==> src/rtl/pipe_bus_ctrl_pkg.sv <==
// Shared defines for the pipeline stall controller: stall encodings, FSM
// state encoding, bus owner constants and the small arbitration helpers.
package pipe_bus_ctrl_pkg;

   localparam logic Stop   = 1'b1;
   localparam logic NoStop = 1'b0;

   // stall[5:0] = {WB, MEM, EX, ID, IF, PC}; WB is never stalled.
   localparam logic [5:0] STALL_MEM  = {NoStop, Stop,   Stop,   Stop,   Stop, Stop};
   localparam logic [5:0] STALL_EX   = {NoStop, NoStop, Stop,   Stop,   Stop, Stop};
   localparam logic [5:0] STALL_ID   = {NoStop, NoStop, NoStop, Stop,   Stop, Stop};
   localparam logic [5:0] STALL_NONE = {NoStop, NoStop, NoStop, NoStop, NoStop, NoStop};

   localparam logic OWNER_IF  = 1'b0;
   localparam logic OWNER_MEM = 1'b1;

   typedef enum logic [1:0] {
      ST_IDLE     = 2'b00,
      ST_IF_WAIT  = 2'b01,
      ST_MEM_WAIT = 2'b10
   } state_t;

   // Round-robin pick: with both requests pending, the one that did not own
   // the bus last time wins.
   function automatic logic pick_owner(input logic if_req,
                                       input logic mem_req,
                                       input logic last_owner);
      if (if_req && mem_req)
         return ~last_owner;
      else if (mem_req)
         return OWNER_MEM;
      else
         return OWNER_IF;
   endfunction

   function automatic logic [5:0] stall_vec(input logic mem_wait,
                                            input logic ex_req,
                                            input logic id_req,
                                            input logic if_wait);
      if (mem_wait)
         return STALL_MEM;
      else if (ex_req)
         return STALL_EX;
      else if (id_req || if_wait)
         return STALL_ID;
      else
         return STALL_NONE;
   endfunction

endpackage

==> src/rtl/pipe_bus_ctrl_bus_watchdog.sv <==
// Wait-cycle counter for one bus cycle; hit flags the last permitted wait
// cycle (count == TIMEOUT-1).
module bus_watchdog #(
   parameter int TIMEOUT = 16
) (
   input  logic clk,
   input  logic rst,
   input  logic clear,
   input  logic en,
   output logic hit
);

   localparam int W = $clog2(TIMEOUT);
   localparam logic [W-1:0] LAST = W'(TIMEOUT - 1);

   logic [W-1:0] cnt;

   always_ff @(posedge clk or negedge rst) begin
      if (!rst)
         cnt <= '0;
      else if (clear)
         cnt <= '0;
      else if (en)
         cnt <= cnt + 1'b1;
   end

   assign hit = (cnt == LAST);

endmodule

==> src/rtl/pipe_bus_ctrl.sv <==
// Single-bus arbiter between fetch and memory stages plus the pipeline stall
// vector generator; a watchdog aborts bus cycles that never see an ack.
import pipe_bus_ctrl_pkg::*;

module pipe_bus_ctrl #(
   parameter int TIMEOUT = 16
) (
   input  logic       clk,
   input  logic       rst,
   input  logic       stallreq_from_id,
   input  logic       stallreq_from_ex,
   input  logic       if_req,
   input  logic       mem_req,
   input  logic       bus_ack,
   output logic       bus_cyc,
   output logic       bus_owner,
   output logic       if_done,
   output logic       mem_done,
   output logic       bus_err,
   output logic [5:0] stall
);

   state_t state;
   logic   last_owner;
   logic   cyc_q;
   logic   owner_q;

   logic   in_wait;
   logic   grant;
   logic   grant_owner;
   logic   wd_hit;
   logic   end_cycle;
   logic   if_wait;
   logic   mem_wait;

   assign in_wait     = (state != ST_IDLE);
   assign grant       = (state == ST_IDLE) && (if_req || mem_req);
   assign grant_owner = pick_owner(if_req, mem_req, last_owner);
   // An ack always ends the cycle; the watchdog only ends it when no ack came.
   assign end_cycle   = in_wait && (bus_ack || wd_hit);

   bus_watchdog #(
      .TIMEOUT(TIMEOUT)
   ) u_watchdog (
      .clk  (clk),
      .rst  (rst),
      .clear(grant),
      .en   (in_wait && !end_cycle),
      .hit  (wd_hit)
   );

   always_ff @(posedge clk or negedge rst) begin
      if (!rst) begin
         state      <= ST_IDLE;
         last_owner <= OWNER_IF;
         cyc_q      <= 1'b0;
         owner_q    <= OWNER_IF;
      end else begin
         case (state)
            ST_IDLE: begin
               if (grant) begin
                  last_owner <= grant_owner;
                  owner_q    <= grant_owner;
                  cyc_q      <= 1'b1;
                  state      <= (grant_owner == OWNER_MEM) ? ST_MEM_WAIT : ST_IF_WAIT;
               end
            end
            ST_IF_WAIT, ST_MEM_WAIT: begin
               if (end_cycle) begin
                  cyc_q   <= 1'b0;
                  owner_q <= OWNER_IF;
                  state   <= ST_IDLE;
               end
            end
            default: begin
               cyc_q   <= 1'b0;
               owner_q <= OWNER_IF;
               state   <= ST_IDLE;
            end
         endcase
      end
   end

   // Everything is gated with rst so the outputs read zero for the whole
   // reset assertion, including the input-driven stall terms.
   assign bus_cyc   = rst && cyc_q;
   assign bus_owner = rst && cyc_q && owner_q;
   assign if_done   = rst && end_cycle && (state == ST_IF_WAIT);
   assign mem_done  = rst && end_cycle && (state == ST_MEM_WAIT);
   assign bus_err   = rst && in_wait && wd_hit && !bus_ack;

   assign mem_wait  = mem_req && !mem_done;
   assign if_wait   = if_req && !if_done;
   assign stall     = rst ? stall_vec(mem_wait, stallreq_from_ex, stallreq_from_id, if_wait)
                          : STALL_NONE;

endmodule

==> config.mk <==
export PLATFORM = sky130hd
export DESIGN_NAME = pipe_bus_ctrl
export DESIGN_NICKNAME = d
export VERILOG_FILES = /design/src/rtl/pipe_bus_ctrl_pkg.sv /design/src/rtl/pipe_bus_ctrl_bus_watchdog.sv /design/src/rtl/pipe_bus_ctrl.sv
export SDC_FILE = /design/constraint.sdc
export NUM_CORES = 1
export LEC_CHECK = 0
export BUFFER_PORTS_ARGS = -buffer_cell sky130_fd_sc_hd__buf_2
export CAP_MARGIN = 20
export CORE_MARGIN = 4
export CORE_UTILIZATION = 40
export CTS_CLUSTER_DIAMETER = 150
export DETAILED_ROUTE_END_ITERATION = 12
export GPL_ROUTABILITY_DRIVEN = 0
export HOLD_SLACK_MARGIN = 0.08
export PLACE_DENSITY = 0.7
export SYNTH_ARGS = -nofsm -noshare
export SYNTH_HDL_FRONTEND = slang
export SYNTH_SLANG_ARGS = --single-unit
==> constraint.sdc <==
create_clock -name clk -period 1.62 [get_ports clk]
set_input_delay 0.162 -clock clk [delete_from_list [all_inputs] [get_ports clk]]
set_output_delay 0.162 -clock clk [all_outputs]
set_load 0.05 [all_outputs]
==> impl_metrics.yaml <==
sta:
  finClkSkew_ns: 0.01157
  worst_hold_slack_ns: 0.1519
  setup_tns_ns: -0.9115
  slew_viol_final: 0
  setup_viol: 7
  worst_slack_ns: -0.2021
  rsz0062_at_grt: "true"
  period_share_pct: 112.5
  finalHoldViolCount: 0
  post-route-min-period_ns: 1.822
  fmax_ghz: 0.5488
routing:
  drtAntennaViolNets: 0
  drcViolationCount: 0
  vias_per_cell: 5.763
  routedWlPerCell_um: 17.28
  initialDrtViolationCount: 10
  vias: 680
  finalWirelength_um: 2039
  firstDrtPassIters: 4
worst_setup_path:
  cpLargestDelayFamily: "compound AO/OA/AOI/OAI gates"
  crit_slowest_cell: "o41a_4"
  crit_buf_inv: 2
  reg2reg_from: "u_watchdog.cnt[0]$_DFFE_PN0P_"
  r2r_setup_slack_ns: 0.14
  worstSetupEndpointType: "primary output"
  crit_chain: "inv_2 > ha_4 > o22ai_2 > o41a_4 > buf_6"
  arrival_ns: 1.66
  critPathMaxFanout: 3
  worstSetupPathType: "flip-flop to primary output"
  cp.required_ns: 1.46
  cp_slowest_stage_delay_ns: 0.47
  start_kind: "flip-flop"
  reg2reg_depth: 6
  r2r-end: "u_watchdog.cnt[0]$_DFFE_PN0P_"
die:
  die_w_um: 47.67
  start_util_pct: 42.27
  die_h_um: 47.67
  dieArea_mm2: 0.002272
  placementRows: 14
  num_io_pins: 18
  core_mm2: 0.001489
finish:
  fin_nets: 115
  drive_gt1_share_pct: 56.86
  diodes: 0
  fillers: 113
  areaGrowthSynthToFinish_pct: 69.98
pwr:
  pwr-share-comb_pct: 67.9
  p_per_area_mw_per_mm2: 1412
  seq_power_share_pct: 22.2
  p_sw_mw: 0.6798
  pwr-share-clk_pct: 9.9
  p_leak_nw: 0.4824
  fin_total_pwr_mw: 1.510
  swShare_pct: 45.02
  power.internal_mw: 0.8303
  ir_worst_vdd_mv: 0.7805
synthesis:
  synth_area_leaders: "dfrtp_1 (32%), ha_1 (8.0%), inv_1 (4.2%)"
  syn_area_per_cell_um2: 8.991
  synth_seq_cells: 8
  ys_warn_count: 0
  synth_top_area_share_pct: 31.81
  async_flop_share_pct: 100.0
  synthesis.instances: 70
  synthFlopType: "dfrtp_1"
  synthDistinctLibCells: 36
  yosysTopAreaCell: "dfrtp_1"
  syn-num-nets: 81
  syn_area_um2: 629.4
  synth-edff-count: 0
  ys_seq_area_share_pct: 31.81
global_routing:
  top_usage_layer: "met2"
  global_route.usage.total_pct: 17.82
  gr-total-overflow: 0
  grt_util_met1_pct: 22.48
  grt_max_degree: 16
  grt_pass1_vias: 639
  grt_pass1_wl_um: 2856
  gr-usage-met2_pct: 31.02
  use_met3_pct: 2.632
  antenna_found_initial: 0
clock_tree:
  cts_num_sinks: 8
  cts_buffers: 3
  cts_tree: "done"
  cts-root-buf: "clkbuf_4"
  clk-insertion-delay-late_ns: 0.25
  cts_htree_levels: 1
  clock_path_buffers: 2
  clkTransAtPathRegs_ns: 0.06
hold_path:
  worstHoldStart: "if_req"
  min_to: "last_owner$_DFFE_PN0P_"
  min_path_type: "input port to flip-flop"
  whs_path_depth: 2
place:
  hpwlAfterDp_um: 1242
  port_buffers: 16
  pre_cts_ws_ns: 0.007522
outcome:
  violations: "negative setup slack"
  status: "finished with violations"
run:
  maxCapViolCount: 0
[power by group through the flow]
stage                     registers, mW  clock network (mW)  logic (mW)
after floorplan                   0.321                   0       0.587
after global routing              0.343               0.165        1.10
final                             0.336               0.149        1.03
after detailed placement          0.322                   0       0.771
after CTS                         0.323               0.154       0.901
after global placement            0.317                   0       0.747
[metrics by stage]
step / util, % / cell area (µm²) / cells
3_3_place_gp: 56.22 / 837.1 / 106
2_1_floorplan: - / 708.2 / 70
6_report: 71.85 / 1070 / 118
3_5_place_dp: 56.22 / 837.1 / 106
5_1_grt: 71.85 / 1070 / 118
4_1_cts: 65.71 / 978.4 / 113
[area by class of cell]
type	count	area, µm²	share of cell area [%]
clock buffers	3	22.52	2.105
inverters	7	28.78	2.690
multi-input cells	50	523.0	48.89
flip-flops and latches	8	200.2	18.71
well taps	16	20.02	1.871
repair buffers	34	275.3	25.73
[cells by family (layout without fill, tap and decap cells)]
family                   Yosys count  count (layout)  share of synthesized area, %
multiplexers                       1               1                         1.591
XOR/XNOR                           1               1                         1.392
other                              1               1                        0.5958
flip-flops                         8               8                         31.81
buffers and inverters             12              44                         9.345
AO/OA/AOI/OAI                     21              21                         27.24
AND/OR/NAND/NOR                   22              22                         20.08
adder cells (fa/ha/maj)            4               4                         7.953
[flip-flops by register name, indices dropped and copies added (netlist names)]
signal / cells
last_owner: 1
u_watchdog.cnt: 4
cyc_q: 1
state: 1
owner_q: 1
[cell usage in the layout, fill, tap and decap left out, types with 2 or more instances in the layout]
cell type,n
dfrtp_1,8
buf_8,2
buf_6,6
a21oi_1,2
o21ai_1,2
a32o_2,2
buf_4,17
clkbuf_4,3
nor2b_1,2
inv_2,2
nand2_1,3
nor3b_4,2
a31oi_4,3
inv_1,4
ha_4,4
buf_2,8
nand3_1,4
[worst reg2reg max path, stage by stage (launching register included)]
cell and delay, ns:
dfrtp_1 0.41, ha_4 0.18, buf_4 0.13, a31oi_4 0.25
buf_4 0.19, xnor2_1 0.11, o21ai_1 0.08
[synthesized netlist by cell type, types with 2 or more instances]
cell type	count
nor4_1	2
inv_1	7
buf_2	2
nand2_1	5
a32o_2	2
nor2b_1	2
a21oi_1	2
ha_1	4
nor3b_1	2
a31oi_1	3
dfrtp_1	8
o21ai_1	2
nand3_1	4
buf_4	3
[timing repair]
action                                 in CTS  in global routing
endpoints found under the hold margin       8                  0
cloned                                      0                  0
hold buffers                                1                  0
setup buffers                               4                  5
pin swaps                                   1                  4
setup endpoints to repair                   8                  8
resized for setup                          25                  7
[per-layer routing]
layer | up-vias | wire (µm)
met1 | 333 | 806
met4 | 0 | 69
met5 | - | 0
li1 | 321 | -
met3 | 6 | 74
met2 | 20 | 1088
[worst max path at each step]
stage	start	endpoint	slack, ns	depth (start not counted)
2_1_floorplan	owner_q$_DFFE_PN0P_	bus_err	-0.1	6
3_3_place_gp	u_watchdog.cnt[0]$_DFFE_PN0P_	stall[0]	0.04	5
3_5_place_dp	u_watchdog.cnt[0]$_DFFE_PN0P_	stall[0]	0.008	5
4_1_cts	state[0]$_DFFE_PN0P_	stall[0]	-0.18	5
5_1_grt	owner_q$_DFFE_PN0P_	stall[1]	-0.25	5
6_report	state[0]$_DFFE_PN0P_	stall[1]	-0.20	5
Note: power is estimated with default switching activity, not from simulation.
